==> src/rtl/au_flag_pkg.sv <==
// Shared encodings for the AU flag unit: condition codes, result classes, FSM states and
// flag bit positions.
package au_flag_pkg;

  localparam logic [2:0] COND_NE     = 3'b000;
  localparam logic [2:0] COND_EQ     = 3'b001;
  localparam logic [2:0] COND_GT     = 3'b010;
  localparam logic [2:0] COND_LT     = 3'b011;
  localparam logic [2:0] COND_GE     = 3'b100;
  localparam logic [2:0] COND_LE     = 3'b101;
  localparam logic [2:0] COND_OVF    = 3'b110;
  localparam logic [2:0] COND_UNCOND = 3'b111;

  localparam logic [1:0] CLS_NONE = 2'b00;
  localparam logic [1:0] CLS_Z    = 2'b01;
  localparam logic [1:0] CLS_ZVN  = 2'b10;

  localparam int unsigned FLG_Z = 2;
  localparam int unsigned FLG_V = 1;
  localparam int unsigned FLG_N = 0;

  typedef enum logic [1:0] {
    StIdle    = 2'b00,
    StWait    = 2'b01,
    StResolve = 2'b10
  } fsm_state_e;

  // Class 11 is reserved and behaves like CLS_NONE.
  function automatic logic writes_flags(logic [1:0] cls);
    return (cls == CLS_Z) || (cls == CLS_ZVN);
  endfunction

endpackage

==> src/rtl/au_flag_unit_if.sv <==
// Result/flag and branch-condition bus between the execute stage, branch logic and the
// flag unit.
interface au_flag_unit_if;
  logic        issue_fw;
  logic        issue_stall;
  logic        res_valid;
  logic [1:0]  res_class;
  logic [15:0] res_data;
  logic        res_v;
  logic        res_n;
  logic        br_valid;
  logic        br_ready;
  logic [2:0]  br_cond;
  logic        br_resp_valid;
  logic        br_taken;
  logic [2:0]  flags;
  logic        err_underflow;

  modport master (
    output issue_fw, res_valid, res_class, res_data, res_v, res_n, br_valid, br_cond,
    input  issue_stall, br_ready, br_resp_valid, br_taken, flags, err_underflow
  );

  modport slave (
    input  issue_fw, res_valid, res_class, res_data, res_v, res_n, br_valid, br_cond,
    output issue_stall, br_ready, br_resp_valid, br_taken, flags, err_underflow
  );
endinterface

==> src/rtl/branch_cond_eval.sv <==
// Pure combinational branch-condition evaluator over a {Z,V,N} flag vector; shared with the
// decode-stage predictor.
module branch_cond_eval
  import au_flag_pkg::*;
(
  input  logic [2:0] cond,
  input  logic [2:0] flags,
  output logic       taken
);

  logic z, v, n;

  assign z = flags[FLG_Z];
  assign v = flags[FLG_V];
  assign n = flags[FLG_N];

  always_comb begin
    taken = 1'b0;
    case (cond)
      COND_NE:     taken = ~z;
      COND_EQ:     taken = z;
      COND_GT:     taken = ~z & ~n;
      COND_LT:     taken = n;
      COND_GE:     taken = z | ~n;
      COND_LE:     taken = z | n;
      COND_OVF:    taken = v;
      COND_UNCOND: taken = 1'b1;
      default:     taken = 1'b0;
    endcase
  end

endmodule

==> src/rtl/au_flag_unit.sv <==
// Flag register, in-flight flag-writer counter and branch-condition resolver at the consumer
// end of the AU result bus.
module au_flag_unit
  import au_flag_pkg::*;
#(
  parameter int unsigned MAX_INFLIGHT = 3,
  parameter int unsigned CNT_W        = 2
) (
  input logic           clk,
  input logic           rst,
  au_flag_unit_if.slave bus
);

  localparam logic [CNT_W-1:0] MaxCnt = CNT_W'(MAX_INFLIGHT);

  logic [CNT_W-1:0] pending_q, pending_d;
  logic [2:0]       flags_q, flags_d;
  logic [2:0]       cond_q, cond_d;
  logic             err_q, err_d;
  fsm_state_e       state_q, state_d;

  logic stall, inc, dec, br_ready, resp_valid, taken_raw;

  // Younger flag writers are held while a branch resolves so the answer cannot see them.
  assign stall = (pending_q == MaxCnt) | (state_q != StIdle);
  assign inc   = bus.issue_fw & ~stall;
  assign dec   = bus.res_valid & writes_flags(bus.res_class);

  always_comb begin
    pending_d = pending_q;
    err_d     = err_q;
    if (inc && !dec) begin
      pending_d = pending_q + CNT_W'(1);
    end else if (dec && !inc) begin
      if (pending_q == '0) err_d = 1'b1;
      else                 pending_d = pending_q - CNT_W'(1);
    end
  end

  always_comb begin
    flags_d = flags_q;
    if (bus.res_valid) begin
      case (bus.res_class)
        CLS_Z: flags_d[FLG_Z] = (bus.res_data == 16'h0000);
        CLS_ZVN: begin
          flags_d[FLG_Z] = (bus.res_data == 16'h0000);
          flags_d[FLG_V] = bus.res_v;
          flags_d[FLG_N] = bus.res_n;
        end
        default: ;
      endcase
    end
  end

  always_comb begin
    state_d    = state_q;
    cond_d     = cond_q;
    br_ready   = 1'b0;
    resp_valid = 1'b0;
    case (state_q)
      StIdle: begin
        br_ready = 1'b1;
        if (bus.br_valid) begin
          cond_d  = bus.br_cond;
          state_d = StWait;
        end
      end
      StWait: begin
        if (pending_q == '0) state_d = StResolve;
      end
      StResolve: begin
        resp_valid = 1'b1;
        state_d    = StIdle;
      end
      default: state_d = StIdle;
    endcase
  end

  branch_cond_eval u_cond_eval (
    .cond  (cond_q),
    .flags (flags_q),
    .taken (taken_raw)
  );

  always_ff @(posedge clk) begin
    if (rst) begin
      pending_q <= '0;
      flags_q   <= 3'b000;
      cond_q    <= COND_NE;
      err_q     <= 1'b0;
      state_q   <= StIdle;
    end else begin
      pending_q <= pending_d;
      flags_q   <= flags_d;
      cond_q    <= cond_d;
      err_q     <= err_d;
      state_q   <= state_d;
    end
  end

  assign bus.issue_stall   = stall;
  assign bus.br_ready      = br_ready;
  assign bus.br_resp_valid = resp_valid;
  assign bus.br_taken      = resp_valid & taken_raw;
  assign bus.flags         = flags_q;
  assign bus.err_underflow = err_q;

endmodule
==> src/flat_wrapper.sv <==
// flat-port wrapper written by rule: the top's interface ports become plain ports
module au_flag_unit_flat import au_flag_pkg::*;
#(
  parameter int unsigned MAX_INFLIGHT = 3,
  parameter int unsigned CNT_W        = 2
)
  (clk, rst, bus_issue_fw, bus_res_valid, bus_res_class, bus_res_data, bus_res_v, bus_res_n, bus_br_valid, bus_br_cond, bus_issue_stall, bus_br_ready, bus_br_resp_valid, bus_br_taken, bus_flags, bus_err_underflow);
  au_flag_unit_if bus_i ();
  input logic clk;
  input logic rst;
  input wire logic [$bits(bus_i.issue_fw)-1:0] bus_issue_fw;
  input wire logic [$bits(bus_i.res_valid)-1:0] bus_res_valid;
  input wire logic [$bits(bus_i.res_class)-1:0] bus_res_class;
  input wire logic [$bits(bus_i.res_data)-1:0] bus_res_data;
  input wire logic [$bits(bus_i.res_v)-1:0] bus_res_v;
  input wire logic [$bits(bus_i.res_n)-1:0] bus_res_n;
  input wire logic [$bits(bus_i.br_valid)-1:0] bus_br_valid;
  input wire logic [$bits(bus_i.br_cond)-1:0] bus_br_cond;
  output wire logic [$bits(bus_i.issue_stall)-1:0] bus_issue_stall;
  output wire logic [$bits(bus_i.br_ready)-1:0] bus_br_ready;
  output wire logic [$bits(bus_i.br_resp_valid)-1:0] bus_br_resp_valid;
  output wire logic [$bits(bus_i.br_taken)-1:0] bus_br_taken;
  output wire logic [$bits(bus_i.flags)-1:0] bus_flags;
  output wire logic [$bits(bus_i.err_underflow)-1:0] bus_err_underflow;
  assign bus_i.issue_fw = bus_issue_fw;
  assign bus_i.res_valid = bus_res_valid;
  assign bus_i.res_class = bus_res_class;
  assign bus_i.res_data = bus_res_data;
  assign bus_i.res_v = bus_res_v;
  assign bus_i.res_n = bus_res_n;
  assign bus_i.br_valid = bus_br_valid;
  assign bus_i.br_cond = bus_br_cond;
  assign bus_issue_stall = bus_i.issue_stall;
  assign bus_br_ready = bus_i.br_ready;
  assign bus_br_resp_valid = bus_i.br_resp_valid;
  assign bus_br_taken = bus_i.br_taken;
  assign bus_flags = bus_i.flags;
  assign bus_err_underflow = bus_i.err_underflow;
  au_flag_unit #(.MAX_INFLIGHT(MAX_INFLIGHT), .CNT_W(CNT_W)) u_core (.clk(clk), .rst(rst), .bus(bus_i));
endmodule
==> config.mk <==
export PLATFORM = sky130hd
export DESIGN_NAME = au_flag_unit_flat
export DESIGN_NICKNAME = d
export VERILOG_FILES = /design/src/rtl/au_flag_pkg.sv /design/src/rtl/au_flag_unit_if.sv /design/src/rtl/branch_cond_eval.sv /design/src/rtl/au_flag_unit.sv /design/src/flat_wrapper.sv
export SDC_FILE = /design/constraint.sdc
export NUM_CORES = 1
export LEC_CHECK = 0
export CORE_AREA = 5 5 50 52
export DETAILED_ROUTE_END_ITERATION = 7
export DIE_AREA = 0 0 55 57
export PLACE_DENSITY_LB_ADDON = 0.08
export SYNTH_ARGS = -nofsm -noshare
export SYNTH_HDL_FRONTEND = slang
export SYNTH_SLANG_ARGS = --single-unit
==> constraint.sdc <==
create_clock -name clk -period 1.54 [get_ports clk]
set_clock_uncertainty 0.2 [all_clocks]
set_input_delay 0.231 -clock clk [delete_from_list [all_inputs] [get_ports clk]]
set_output_delay 0.231 -clock clk [all_outputs]
set_load 0.03 [all_outputs]
# ---- Word level (Yosys, flattened, before mapping)
# Index checks and enable logic that the tools add are counted.
# W data, S select, Z words.
dict set report word_totals {
  ff_bits 11
  inputBits 28
  output_inout_bits 8
  wordCells 61
}
dict set report op_classes {
  add_sub_neg 2
  n_eq_ne 15
  n_mux 9
  n_bitwise 11
  n_reduce_logical 18
}
# operator count
set op_table {}
lappend op_table {{$logic_not A16 Y1} 1}
lappend op_table {{$eq A3 B3 Y1 const B} 4}
lappend op_table {{$mux W2} 5}
lappend op_table {{$reduce_and A2 Y1} 5}
lappend op_table {{$pmux W1 S8} 1}
lappend op_table {{$eq A2 B2 Y1 const B} 3}
lappend op_table {{$eq A3 B2 Y1 const B} 2}
lappend op_table {{$and A1 B1 Y1} 4}
lappend op_table {{$eq A2 B1 Y1 const B} 2}
lappend op_table {{$logic_not A2 Y1} 2}
lappend op_table {{$ne A2 B1 Y1 const B} 2}
lappend op_table {{$not A1 Y1} 4}
lappend op_table {{$pmux W2 S2} 1}
lappend op_table {{$reduce_bool A2 Y1} 2}
lappend op_table {{$eq A3 B1 Y1 const B} 1}
lappend op_table {{$logic_not A3 Y1} 1}
lappend op_table {{$or A1 B1 Y1} 3}
lappend op_table {{$reduce_and A3 Y1} 1}
lappend op_table {{$add A2 B1 Y2 const B} 1}
lappend op_table {{$logic_and A1 B1 Y1} 2}
lappend op_table {{$logic_not A1 Y1} 2}
lappend op_table {{$mux W1} 2}
lappend op_table {{$ne A2 B2 Y1 const B} 1}
lappend op_table {{$reduce_or A2 Y1} 1}
lappend op_table {{other kinds (2)} 2}

# ---- Depth between registers and ports, before layout
# Gate-level depths: netlist of the first run.
dict set report logic_depth {
  word_depth 8
  depth_mapped 8
  ltp_nobuf 8
}

# ---- Hierarchy
# A second synthesis of the first run with hierarchy kept.
dict set report unflattened {
  hier_cells 74
  area_unflattened_um2 618.1
}
# mod n_inst cells_per_inst area_per_inst_um2 seq_area_each_um2
set modules_own_cells {}
lappend modules_own_cells {au_flag_unit 1 63 541.8 220.2}
lappend modules_own_cells {branch_cond_eval 1 11 76.3 0.0}

# ---- Worst setup path after synthesis of the first run
# Ideal clock, no wire load.
dict set report synth_path {
  path_type {reg2out}
  startpoint {register u_core.flags_q[2], in the netlist u_core.bus.flags[2]}
  endpoint {output port bus_br_taken}
  arrival_time_ps 1332
  required_time_ps 1109
  setup_slack_ps -223
  path_stages_with_launch 5
  n_path_buf 0
  cell_sequence {dfxtp_1 nor2_1 a21o_1 a211oi_1 o21a_1}
}
dict set report synth_between {
  elab_chain_cells 4
  elab_cells_between_ends 6
  classes_between {mux (1); bitwise (5)}
}
# item line
set synth_rtl {}
lappend synth_rtl {{from (decl)} au_flag_unit.sv:17} ;# logic [2:0] flags_q, flags_d;
lappend synth_rtl {{from (signal assigned)} au_flag_unit.sv:94} ;# flags_q <= flags_d;
lappend synth_rtl {{$not A1 Y1} {branch_cond_eval.sv:20, branch_cond_eval.sv:22}}
lappend synth_rtl {{$and A1 B1 Y1} branch_cond_eval.sv:22} ;# COND_GT: taken = ~z & ~n;
lappend synth_rtl {{$pmux W1 S8 *} branch_cond_eval.sv:19} ;# case (cond)
lappend synth_rtl {{$and A1 B1 Y1 *} au_flag_unit.sv:104} ;# assign bus.br_taken = resp_valid & taken_raw;
lappend synth_rtl {{to (decl)} flat_wrapper.sv:22} ;# output wire logic [$bits(bus_i.br_taken)-1:0] bus_br_taken;
# Every way passes the cells marked *; elsewhere a longest branch is shown, timed or not.

# ---- Final worst setup path of the first run
dict set report layout_path {
  startpoint {register u_core.cond_q[1]}
  endpoint {output port bus_br_taken}
}
dict set report layout_between {
  elab_chain_cells 3
  elab_cells_between_ends 10
  classes_between {eq/ne (7); mux (1); bitwise (1); reduce/logical (1)}
}
# item line
set layout_rtl {}
lappend layout_rtl {{from (decl)} au_flag_unit.sv:18} ;# logic [2:0] cond_q, cond_d;
lappend layout_rtl {{from (signal assigned)} au_flag_unit.sv:95} ;# cond_q <= cond_d;
lappend layout_rtl {{$eq A3 B3 Y1, or another cell as far along} branch_cond_eval.sv:19}
lappend layout_rtl {{$pmux W1 S8 *} branch_cond_eval.sv:19}
lappend layout_rtl {{$and A1 B1 Y1 *} au_flag_unit.sv:104}
# Marks and branches as above.

==> results.txt, run 1 <==
The initial antenna violation count was 0. The placed wire-length estimate after detailed placement is 1.47 mm. On the worst path, the slowest cell contributes a delay of 350 ps. The sum of buffers and inverters on the critical path is 1. The number of distinct library cell variants in the gate-level netlist after synthesis came out at 27.

In the finished design, the share of the clock period the worst path needs comes to 1.17. The number of hold buffers added after cts is 0. The die width came out at 55 µm. The number of port buffers is 35. The biggest area contributor in the post-synthesis netlist is sky130_fd_sc_hd__dfxtp_1.

The repair_antennas step left the layout with diodes totalling 0. The post-route DRC violation count is 0. The first global-routing pass estimated 3.15 mm of wire. The total count of hold-check failures in the final report is 0.

The static leakage came out at 0.541 nW. The number of global-route vias before repair came out at 751. The critical path starts at u_core.cond_q[1]$_SDFFE_PP0P_. The maximum number of pins on one net before global-route repair is 8. The total number of yosys warnings is 0.

The post-route minimum period is 1810 ps. After synthesis, the largest family of logic cells by area is simple AND/OR/NAND/NOR gates. The total power after layout is 0.844 mW. STA classifies the critical path startpoint as a register. The portion of synthesized cell area occupied by the leading cell type came out at 0.366.

The total negative slack is -524 ps. Once detail routing completed, the nets flagged for antenna violations numbered 0. Power spread over the standard cell area amounts to 693 mW/mm². The detailed-route wire length per cell is 11.9 µm. The clock passes through at most 2 buffers. The critical path start-end classification is reg -> out. TritonCTS built the clock tree. By area the synthesized netlist is led by sky130_fd_sc_hd__dfxtp_1 (37%), sky130_fd_sc_hd__ha_1 (6.2%), sky130_fd_sc_hd__nand2_1 (6.2%). The cell sitting at the root of the clock tree is a sky130_fd_sc_hd__clkbuf_4. Setup slack on the worst reg-to-reg path comes out at -10 ps. The final wirelength came out at 1.87 mm. The global route total overflow came out at 0. Clock latency on the worst-skew pair, taken at its later pin, is 270 ps. CTS built an H-tree with a depth of 1. The required time of the critical path came out at 1110 ps. Of the total synthesized cell area, the portion taken by AND, OR, NAND and NOR gates is 0.322. The sequential area share after synthesis is 0.366. VDD sags by at most 0.552 mV. Setup repair after global routing could not meet its margin everywhere. The placement-stage worst setup slack came out at -478 ps. The starting density of the core came out at 0.292. After floorplanning, the core was divided into 17 placement rows. Synthesis handed over a netlist of 77 instances. The final reports fail on negative setup slack. The data arrival time of the critical path is 1380 ps. The DRC violation total after the first TritonRoute iteration is 16. The floorplan core area is 0.00206 mm². The startpoint identified for the worst register-to-register timing path is u_core.pending_q[1]$_SDFFE_PP0P_. Measured in cells, the most critical reg-to-reg path has a length of 6. The final RePlAce weighted congestion is 0.743. In the post-route analysis, the smallest setup slack over all paths is -268 ps.

At the end of the flow the core is filled with cells to 0.590. The number of top-level pins came out at 36. The post-synthesis share of cell area spent on xor and xnor gates came out at 0. The largest fanout on the critical path is 5.

The vertical die dimension came out at 57 µm. The flow ran to the end, but the final reports show violations. The average instance area after synthesis came out at 7.82 µm². The net count reported at finish is 161. The maximum frequency from static timing analysis is 0.553 GHz.

The clock net in this run drives a total of 11 sinks. For this block, the via count after detailed routing is 724. Summing all non-filler instances in the final layout gives an area of 0.00122 mm². The ratio of cells with drive above 1 in the final layout is 0.341. In this run the number of cells on the critical path is 5. The cell area after placement is 0.00109 mm². The path category of the worst min-delay check is in -> reg. In this design, the largest share of critical-path delay is due to compound AO/OA/AOI/OAI gates.

The via density per instance is 4.61. The critical path endpoint category is a primary output. The post-synthesis cell area is 602 µm².

The compound-cell area share of the yosys netlist came out at 0.206. Setup violations remaining at the end of the flow were counted as 3. The normalized max-slew margin is 0.767.

For this run, the detailed router's first-pass iteration total came to 4. The actual slew at the worst max-slew pin is 341 ps. In the global route stage, overall resource usage came out at 0.137.

The total of flip-flops plus latches after synthesis came out at 11. The endpoint of the most critical register-to-register path is u_core.bus.err_underflow$_SDFFE_PP0P_. The max-slew violation total from the final report came out at 0. The post-CTS clock slew at the launch and capture registers of the worst setup and hold paths is 80 ps. Counting every net in the synthesized netlist gives 108. Max-cap violations in this run came to 0.

The slowest library cell on the worst path is sky130_fd_sc_hd__dfxtp_2. Traced cell by cell, the critical path runs through nor2b_4, a21o_1, a211oi_2, o21a_2, buf_6. The area growth from synthesis to final layout came out at 102%. The worst hold path begins at bus_res_data[3]. TritonCTS created 3 clock buffers. Of the total synthesized cell area, the portion taken by full adders, half adders and majority gates is 0.0624. The most critical setup path has its endpoint at bus_br_taken. The post-synthesis mux area share came out at 0. The overall die area came out at 0.00314 mm².
[logic make-up after synthesis]
family,count (synthesis)
AO/OA/AOI/OAI,20
adder cells (fa/ha/maj),3
buffers and inverters,7
flip-flops,11
AND/OR/NAND/NOR,36
[stage by stage]
| stage | instances | hold slack (ps) |
|---|---|---|
| floorplan | 77 | 121 |
| global placement | 150 | 267 |
| detailed placement | 150 | 263 |
| CTS | 157 | 273 |
| global route | 157 | 203 |
| finish | 157 | 180 |
[power by group]
part	leakage [nW]	total (mW)	switching [mW]	internal, mW
Combinational	0.434	0.317	0.137	0.180
Clock	0.0150	0.207	0.107	0.100
Sequential	0.0928	0.319	0.0176	0.302
[timing repair]
action | 4_1_cts | 5_1_grt
gates resized for setup | 22 | 19
hold endpoints to repair | 0 | 0
buffers inserted | 3 | 0
pin swaps | 9 | 8
endpoints found under the setup margin | 11 | 9
[area by class of cell]
cell class / instances / area [µm²]
fill: 210 / 846
sequential: 11 / 230
timing repair buffer: 49 / 469
clock buffer: 4 / 26.3
inverter: 6 / 25.0
multi-input combinational: 59 / 432
tap: 28 / 35.0
[state kept, by name, indices dropped and copies added, names as in the netlist]
name	cells
u_core.bus.err_underflow	1
u_core.pending_q	2
u_core.state_q	2
u_core.cond_q	3
u_core.bus.flags	3
[placed cells by master, fill, tap and decap left out, drive strengths merged, types with 5 or more instances in the layout]
cell type      instances
clkdlybuf4s50         22
nor2                   8
buf                   18
a21oi                  7
nand3                  5
inv                    6
dfxtp                 11
nand2                 10
[worst min-delay path by stage]
stage                                             to  depth (start not counted)  slack (ps)
2_1_floorplan         u_core.state_q[0]$_SDFFE_PP0P_                          1         120
3_5_place_dp   u_core.bus.err_underflow$_SDFFE_PP0P_                          2         260
6_report            u_core.bus.flags[2]$_SDFFE_PP0P_                          5         180
3_3_place_gp           u_core.cond_q[0]$_SDFFE_PP0P_                          2         270
5_1_grt             u_core.bus.flags[2]$_SDFFE_PP0P_                          5         200
4_1_cts        u_core.bus.err_underflow$_SDFFE_PP0P_                          2         270
[cells in the mapped netlist (all sizes together)]
| cell type | number |
|---|---|
| nand3b | 1 |
| inv | 6 |
| dfxtp | 11 |
| a211oi | 2 |
| nand2 | 10 |
| a21oi | 7 |
| nor3 | 3 |
| nand2b | 1 |
| and3 | 1 |
| o311a | 1 |
| nand4 | 1 |
| a21o | 1 |
| o21bai | 1 |
| o22ai | 1 |
| o21ai | 4 |
| a2111oi | 1 |
| nor4 | 2 |
| nor2b | 3 |
| nor2 | 8 |
| o21a | 1 |
| a31oi | 1 |
| or4 | 1 |
| nand3 | 5 |
| clkbuf | 1 |
| ha | 3 |
[layer usage]
metal / up-vias / GRT usage / routed length (µm)
li1: 379 / - / -
met3: 2 / 0.0522 / 97
met2: 14 / 0.248 / 1120
met4: 0 / 0.0417 / 16
met5: - / 0 / 0
met1: 329 / 0.139 / 637
[worst min-delay path, stage by stage]
cell	delay, ps
sky130_fd_sc_hd__dlymetal6s2s_1	80
sky130_fd_sc_hd__or4_4	110
sky130_fd_sc_hd__nor3_2	30
sky130_fd_sc_hd__nand4_1	90
sky130_fd_sc_hd__o21ai_1	70
Note: power is estimated with default switching activity, not from simulation.
==> run 2, diff against run 1 <==
--- a/config.mk
+++ b/config.mk
@@ -6,9 +6,11 @@
 export NUM_CORES = 1
 export LEC_CHECK = 0
 export CORE_AREA = 5 5 50 52
+export CTS_CLUSTER_SIZE = 30
 export DETAILED_ROUTE_END_ITERATION = 7
 export DIE_AREA = 0 0 55 57
 export PLACE_DENSITY_LB_ADDON = 0.08
+export REMOVE_ABC_BUFFERS = 1
 export SYNTH_ARGS = -nofsm -noshare
 export SYNTH_HDL_FRONTEND = slang
 export SYNTH_SLANG_ARGS = --single-unit
==> results.txt, run 2 (synthesis gave the netlist of run 1 again) <==
The power density over the cells is 672 mW/mm² (-3.1%). The total count of hold-check failures in the final report came out at 0 (unchanged). The all-layer global routing usage came to 0.125 (-0.0116). The number of global-route vias before repair came out at 756 (+0.67%). The maximum frequency from static timing analysis was 0.557 GHz (+0.71%).

The die width came out at 55 µm (unchanged). The final standard cell utilization of the core came to 0.597 (+0.00728). The placement row count came out at 17 (unchanged). The fraction of power consumed by sequential logic came out at 0.386 (+0.008). The critical path endpoint category is a primary output. The path with the worst hold slack has its endpoint at u_core.bus.flags[2]$_SDFFE_PP0P_.

The startpoint identified for the worst register-to-register timing path is u_core.pending_q[1]$_SDFFE_PP0P_. The peak supply drop is 0.456 mV (-17%). In this run the most used layer during global routing was met2. The final wirelength came out at 1.82 mm (-2.8%). The count of vias placed by the detailed router came out at 743 (+2.6%). The number of H-tree levels came to 1 (unchanged). The post-CTS clock slew at the launch and capture registers of the worst setup and hold paths came to 70 ps (about the same). The overall die area came out at 0.00314 mm² (unchanged). The vertical die dimension came out at 57 µm (unchanged). The maximum number of pins on one net before global-route repair came to 7 (-1). The normalized max-slew margin came out at 0.772 (+0.00510). The global-route track usage on met2 is 0.216 (-0.0321). The setup slack of the critical path after layout is -255 ps (+12.7 ps). The detailed-route wire length per cell is 11.5 µm (-3.4%). The clock share of power is 0.236 (-0.010). The net switching component of the power came out at 0.250 mW (-4.3%). The total inserted antenna cells came out at 0 (unchanged). The fill cell total of the finished layout came to 191 (-9.0%).

The data arrival time of the critical path is 1360 ps (-20 ps). The required time of the critical path is 1110 ps (about the same). The buffer depth of the longest clock path is 2 (unchanged). The number of top-level pins is 36 (unchanged). The via density per instance was 4.70 (+2.0%). The placed wire-length estimate after detailed placement came out at 1.49 mm (+1.2%).

The wire length of the first global-routing pass is 2.97 mm (-5.7%). The final RePlAce weighted congestion came out at 0.676 (-9.0%). The ratio of cells with drive above 1 in the final layout came out at 0.362 (+0.0205).

The number of port buffers came out at 35 (unchanged). The cell total after placement is 152 (+1.3%). The library cells used most frequently in the layout, excluding fill and tap cells, are sky130_fd_sc_hd__clkdlybuf4s50_1 (22), sky130_fd_sc_hd__buf_4 (14), sky130_fd_sc_hd__nand2_1 (10), sky130_fd_sc_hd__a21oi_1 (7). The initial antenna violation count came out at 0 (unchanged). The share of the clock period used by the worst path came out at 1.17 (-0.00828). The net count reported at finish came out at 162 (+0.62%).

The number of non-filler instances in the completed layout was 158 (+0.64%). The number of sinks driven by the clock tree came out at 11 (unchanged). The checks that failed: negative setup slack. The most frequent standard cell in the layout excluding fill and tap cells is sky130_fd_sc_hd__clkdlybuf4s50_1. In this run the worst hold path is classified as in -> reg.

The largest fanout on the critical path is 4 (-1). The total clock buffers created by CTS is 3 (unchanged). The post-route DRC violation count came out at 0 (unchanged). The clock latency at the later pin of the worst-skew pair came out at 260 ps (about the same). The fraction of power spent switching nets was 0.302 (-0.00762). The met3 routing resource usage after global routing is 0.0418 (-0.0104). The flow ran to the end, but the final reports show violations. The post-route minimum period is 1790 ps (-12.7 ps). The final non-filler cell area came to 0.00123 mm² (+1.2%). The static leakage came out at 0.540 nW (-0.21%). The total negative slack came out at -294 ps (+230 ps). The actual slew at the worst max-slew pin came out at 333 ps (-7.45 ps). TritonCTS built the clock tree. The number of failing setup endpoints in the final timing report is 3 (unchanged). The global-route track usage on met1 came out at 0.144 (+0.00547).

The DRC violation total after the first TritonRoute iteration came out at 14 (-2). The worst hold path depth was 5 (unchanged). The total power after layout was 0.828 mW (-1.9%).

The remaining antenna violation count after routing came out at 0 (unchanged). The starting density of the core came to 0.292 (unchanged). The number of hold buffers added after cts is 0 (unchanged). The critical path in this run is classified as reg -> out. The first-pass detailed-route iteration total came out at 5 (+1). The max-slew violation total from the final report was 0 (unchanged).

The endpoint identified for the worst register-to-register timing path is u_core.pending_q[1]$_SDFFE_PP0P_. The startpoint kind of the worst setup timing path is a register. Setup repair after global routing could not meet its margin everywhere. The internal portion of total power is 0.578 mW (-0.82%).

The number of max-capacitance violations reported was 0 (unchanged). The cell area after placement came to 0.00107 mm² (-1.6%). The cell sitting at the root of the clock tree is a sky130_fd_sc_hd__clkbuf_4. The floorplan core area came out at 0.00206 mm² (unchanged). The global route total overflow came out at 0 (unchanged). The worst reg-to-reg setup slack came to -30 ps (-20 ps). The number of cells on the worst reg-to-reg path came out at 8 (+2).

The area growth from synthesis to final layout came out at 105%. The startpoint identified for the worst hold timing path is bus_res_data[5]. The share of power burned in combinational logic is 0.377 (about the same).
[run 2: routing by layer]
| metal | vias up | wire [µm] |
|---|---|---|
| met5 | - | 0 |
| met4 | 0 | 0 |
| met3 | 0 | 127 |
| met2 | 23 | 977 |
| met1 | 340 | 716 |
| li1 | 380 | - |
[run 2: power by group through the flow]
stage | combinational, mW | sequential (mW) | clock (mW)
2_1_floorplan | 0.0974 | 0.330 | 0
3_3_place_gp | 0.254 | 0.321 | 0
3_5_place_dp | 0.257 | 0.321 | 0
4_1_cts | 0.285 | 0.319 | 0.206
5_1_grt | 0.337 | 0.323 | 0.224
6_report | 0.313 | 0.320 | 0.196
[run 2: stage by stage]
step	worst slack (ps)	hold slack, ps
floorplan	-223	100
global placement	-541	270
detailed placement	-619	262
CTS	-259	275
global route	-314	202
finish	-255	188
[run 2: how the worst max path moves through the flow]
stage,from,endpoint,cells after the start
floorplan,u_core.bus.flags[2]$_SDFFE_PP0P_,bus_br_taken,4
global placement,bus_res_class[0],u_core.pending_q[1]$_SDFFE_PP0P_,8
detailed placement,bus_res_class[0],u_core.pending_q[1]$_SDFFE_PP0P_,8
CTS,u_core.bus.flags[2]$_SDFFE_PP0P_,bus_br_taken,4
global route,u_core.cond_q[1]$_SDFFE_PP0P_,bus_br_taken,5
finish,u_core.cond_q[1]$_SDFFE_PP0P_,bus_br_taken,5
[run 2: final cells by class]
type,instances,area [µm²],area share
clock buffers,4,26.3,0.0213
inverters,6,25.0,0.0203
multi-input cells,59,439,0.356
flip-flops and latches,11,230,0.187
well taps,28,35.0,0.0284
repair buffers,50,477,0.387
[run 2: timing repair]
item	CTS	global route
endpoints found under the setup margin	10	9
hold endpoints to repair	0	0
setup buffers	2	0
pin swaps	9	11
resized for setup	28	21
cloned	0	0
[run 2: worst max-delay path, cell delays in order (launching register included)]
cell and delay (ps):
sky130_fd_sc_hd__dfxtp_2 340, sky130_fd_sc_hd__nor2b_4 120, sky130_fd_sc_hd__a21o_1 160, sky130_fd_sc_hd__a211oi_2 180
sky130_fd_sc_hd__o21a_1 170, sky130_fd_sc_hd__buf_6 130
==> run 3, diff against run 2 <==
--- a/config.mk
+++ b/config.mk
@@ -11,6 +11,7 @@
 export DIE_AREA = 0 0 55 57
 export PLACE_DENSITY_LB_ADDON = 0.08
 export REMOVE_ABC_BUFFERS = 1
+export SLEW_MARGIN = 5
 export SYNTH_ARGS = -nofsm -noshare
 export SYNTH_HDL_FRONTEND = slang
 export SYNTH_SLANG_ARGS = --single-unit
==> constraint.sdc (replaced) <==
create_clock -name clk -period 1.54 [get_ports clk]
set_clock_uncertainty 0.2 [all_clocks]
set_input_delay 0.462 -clock clk [delete_from_list [all_inputs] [get_ports clk]]
set_output_delay 0.462 -clock clk [all_outputs]
set_load 0.03 [all_outputs]
==> results.txt, run 3 (synthesis gave the netlist of run 1 again) <==
The remaining antenna violation count after routing is 0 (unchanged). The floorplan core area is 0.00206 mm² (unchanged). The post-route DRC violation count is 0 (unchanged). The post-route minimum period is 2030 ps (+239 ps). The starting density of the core came out at 0.292 (unchanged). The clock latency at the later pin of the worst-skew pair came to 270 ps (about the same). The post-CTS clock slew at the launch and capture registers of the worst setup and hold paths is 70 ps (about the same). The path category of the worst min-delay check is reg -> reg.

The DRC violation total after the first TritonRoute iteration is 5 (-9). The share of the clock period used by the worst path came to 1.32 (+0.155). The peak supply drop came out at 0.454 mV (-0.40%). The top cell types in the final layout, fill and taps aside, are sky130_fd_sc_hd__clkdlybuf4s50_1 (21), sky130_fd_sc_hd__buf_6 (16), sky130_fd_sc_hd__buf_4 (16), sky130_fd_sc_hd__nand2_1 (9), sky130_fd_sc_hd__a21oi_1 (7). The maximum frequency from static timing analysis came out at 0.492 GHz (-12%). The critical path endpoint category is a primary output. The normalized max-slew margin is 0.794 (+0.0219). The buffer depth of the longest clock path is 2 (unchanged).

The final reports fail on negative setup slack. The fill cell total of the finished layout came out at 179 (-6.3%). The via density per instance is 4.72 (+0.34%). The total clock buffers created by CTS came out at 3 (unchanged). The initial antenna violation count is 0 (unchanged). The cell area after placement came out at 0.00112 mm² (+4.2%). The number of H-tree levels is 1 (unchanged). The first-pass detailed-route iteration total is 3 (-2). The data arrival time of the critical path was 1370 ps (about the same).

The total inserted antenna cells came out at 0 (unchanged). The max-slew violation total from the final report is 0 (unchanged). The detailed-route wire length per cell was 11.9 µm (+3.0%). The setup slack of the critical path after layout came to -494 ps (-239 ps). The placement row count came to 17 (unchanged). The ratio of cells with drive above 1 in the final layout came out at 0.468 (+0.106). The global route total overflow is 0 (unchanged). The final RePlAce weighted congestion was 0.665 (-1.5%).

The final non-filler cell area is 0.00133 mm² (+7.8%). The all-layer global routing usage came out at 0.138 (+0.0124). The required time of the critical path came out at 880 ps (-230 ps).

The static leakage came to 0.576 nW (+6.5%). The run finished, with violations left. The count of vias placed by the detailed router was 788 (+6.1%). The number of global-route vias before repair is 793 (+4.9%).

The area growth from synthesis to final layout is 121%. The library cell used most frequently in the layout, excluding fill and tap cells, is sky130_fd_sc_hd__clkdlybuf4s50_1. The placed wire-length estimate after detailed placement is 1.58 mm (+6.2%).

The number of port buffers is 35 (unchanged). The vertical die dimension is 57 µm (unchanged). The power density over the cells came out at 652 mW/mm² (-2.9%). The number of sinks driven by the clock tree is 11 (unchanged). The number of max-capacitance violations reported is 0 (unchanged). The number of top-level pins was 36 (unchanged). The wire length of the first global-routing pass was 3.23 mm (+8.8%).

The net count reported at finish came out at 171 (+5.6%). The number of hold buffers added after cts is 0 (unchanged). The actual slew at the worst max-slew pin is 301 ps (-32.0 ps). The cell sitting at the root of the clock tree is a sky130_fd_sc_hd__clkbuf_4.

The critical path start-end classification is reg -> out. The die width came out at 55 µm (unchanged). The total negative slack was -1590 ps (-1300 ps). The overall die area is 0.00314 mm² (unchanged). The total count of hold-check failures in the final report came to 0 (unchanged).

The number of failing setup endpoints in the final timing report came out at 8 (+5). The maximum number of pins on one net before global-route repair is 7 (unchanged). The largest fanout on the critical path is 3 (-1). The final wirelength is 1.98 mm (+8.8%). The startpoint kind of the worst setup timing path is a register. TritonCTS built the clock tree. Setup repair after global routing could not meet its margin everywhere.
-- run 3: cell types whose count changed in the layout (fill, tap and decap cells not counted), sizes merged --
cell / change
buf: +15
clkdlybuf4s15: +1
clkdlybuf4s50: -1
dlygate4sd2: -3
dlymetal6s2s: -3
-- run 3: cell type report --
cell class                      count  area (µm²)  area share
Inverter                            6        25.0      0.0188
Sequential cell                    11         241       0.182
Tap cell                           28        35.0      0.0264
Timing Repair Buffer               59         556       0.418
Clock buffer                        4        26.3      0.0198
Multi-Input combinational cell     59         445       0.335
-- run 3: repair_timing --
action                     CTS  global route
setup buffers                1             3
pin swaps                   13            10
setup endpoints to repair   11            11
resized for setup           52            21
-- run 3: metrics by stage --
step	util	std cells	hold WS (ps)	worst slack, ps	total power, mW
finish	0.644	167	276	-494	0.867
global route	0.644	167	308	-556	0.921
global placement	0.541	159	266	-771	0.590
CTS	0.605	164	273	-510	0.838
detailed placement	0.541	159	272	-855	0.595
floorplan	-	76	244	-454	0.428
-- run 3: per-layer routing --
layer / part of all wire / up-vias / GRT usage
met2: 0.55 / 26 / 0.247
li1: - / 398 / -
met5: 0 / - / 0
met1: 0.36 / 362 / 0.149
met3: 0.080 / 2 / 0.0496
met4: 0.0050 / 0 / 0.0313
-- run 3: critical path: stages (launching register included) --
cell and delay (ps):
sky130_fd_sc_hd__dfxtp_2 330, sky130_fd_sc_hd__buf_6 110, sky130_fd_sc_hd__o311a_1 330, sky130_fd_sc_hd__o21a_1 200, sky130_fd_sc_hd__buf_6 130
-- run 3: path summary, 6_finish.rpt --
| check | from | endpoint | slack [ps] | cells past startpoint |
|---|---|---|---|---|
| setup / recovery | u_core.bus.flags[2]$_SDFFE_PP0P_ | bus_br_taken | -490 | 4 |
| hold reg to reg | u_core.cond_q[1]$_SDFFE_PP0P_ | u_core.cond_q[1]$_SDFFE_PP0P_ | 280 | 2 |
| setup reg to reg | u_core.pending_q[1]$_SDFFE_PP0P_ | u_core.pending_q[1]$_SDFFE_PP0P_ | -180 | 8 |
| hold / removal | u_core.cond_q[1]$_SDFFE_PP0P_ | u_core.cond_q[1]$_SDFFE_PP0P_ | 280 | 2 |
-- run 3: power by group --
group | switching (mW) | total (mW) | internal (mW) | leakage, nW
clock | 0.0965 | 0.197 | 0.100 | 0.0150
combinational | 0.146 | 0.350 | 0.204 | 0.466
sequential | 0.0198 | 0.320 | 0.300 | 0.0949
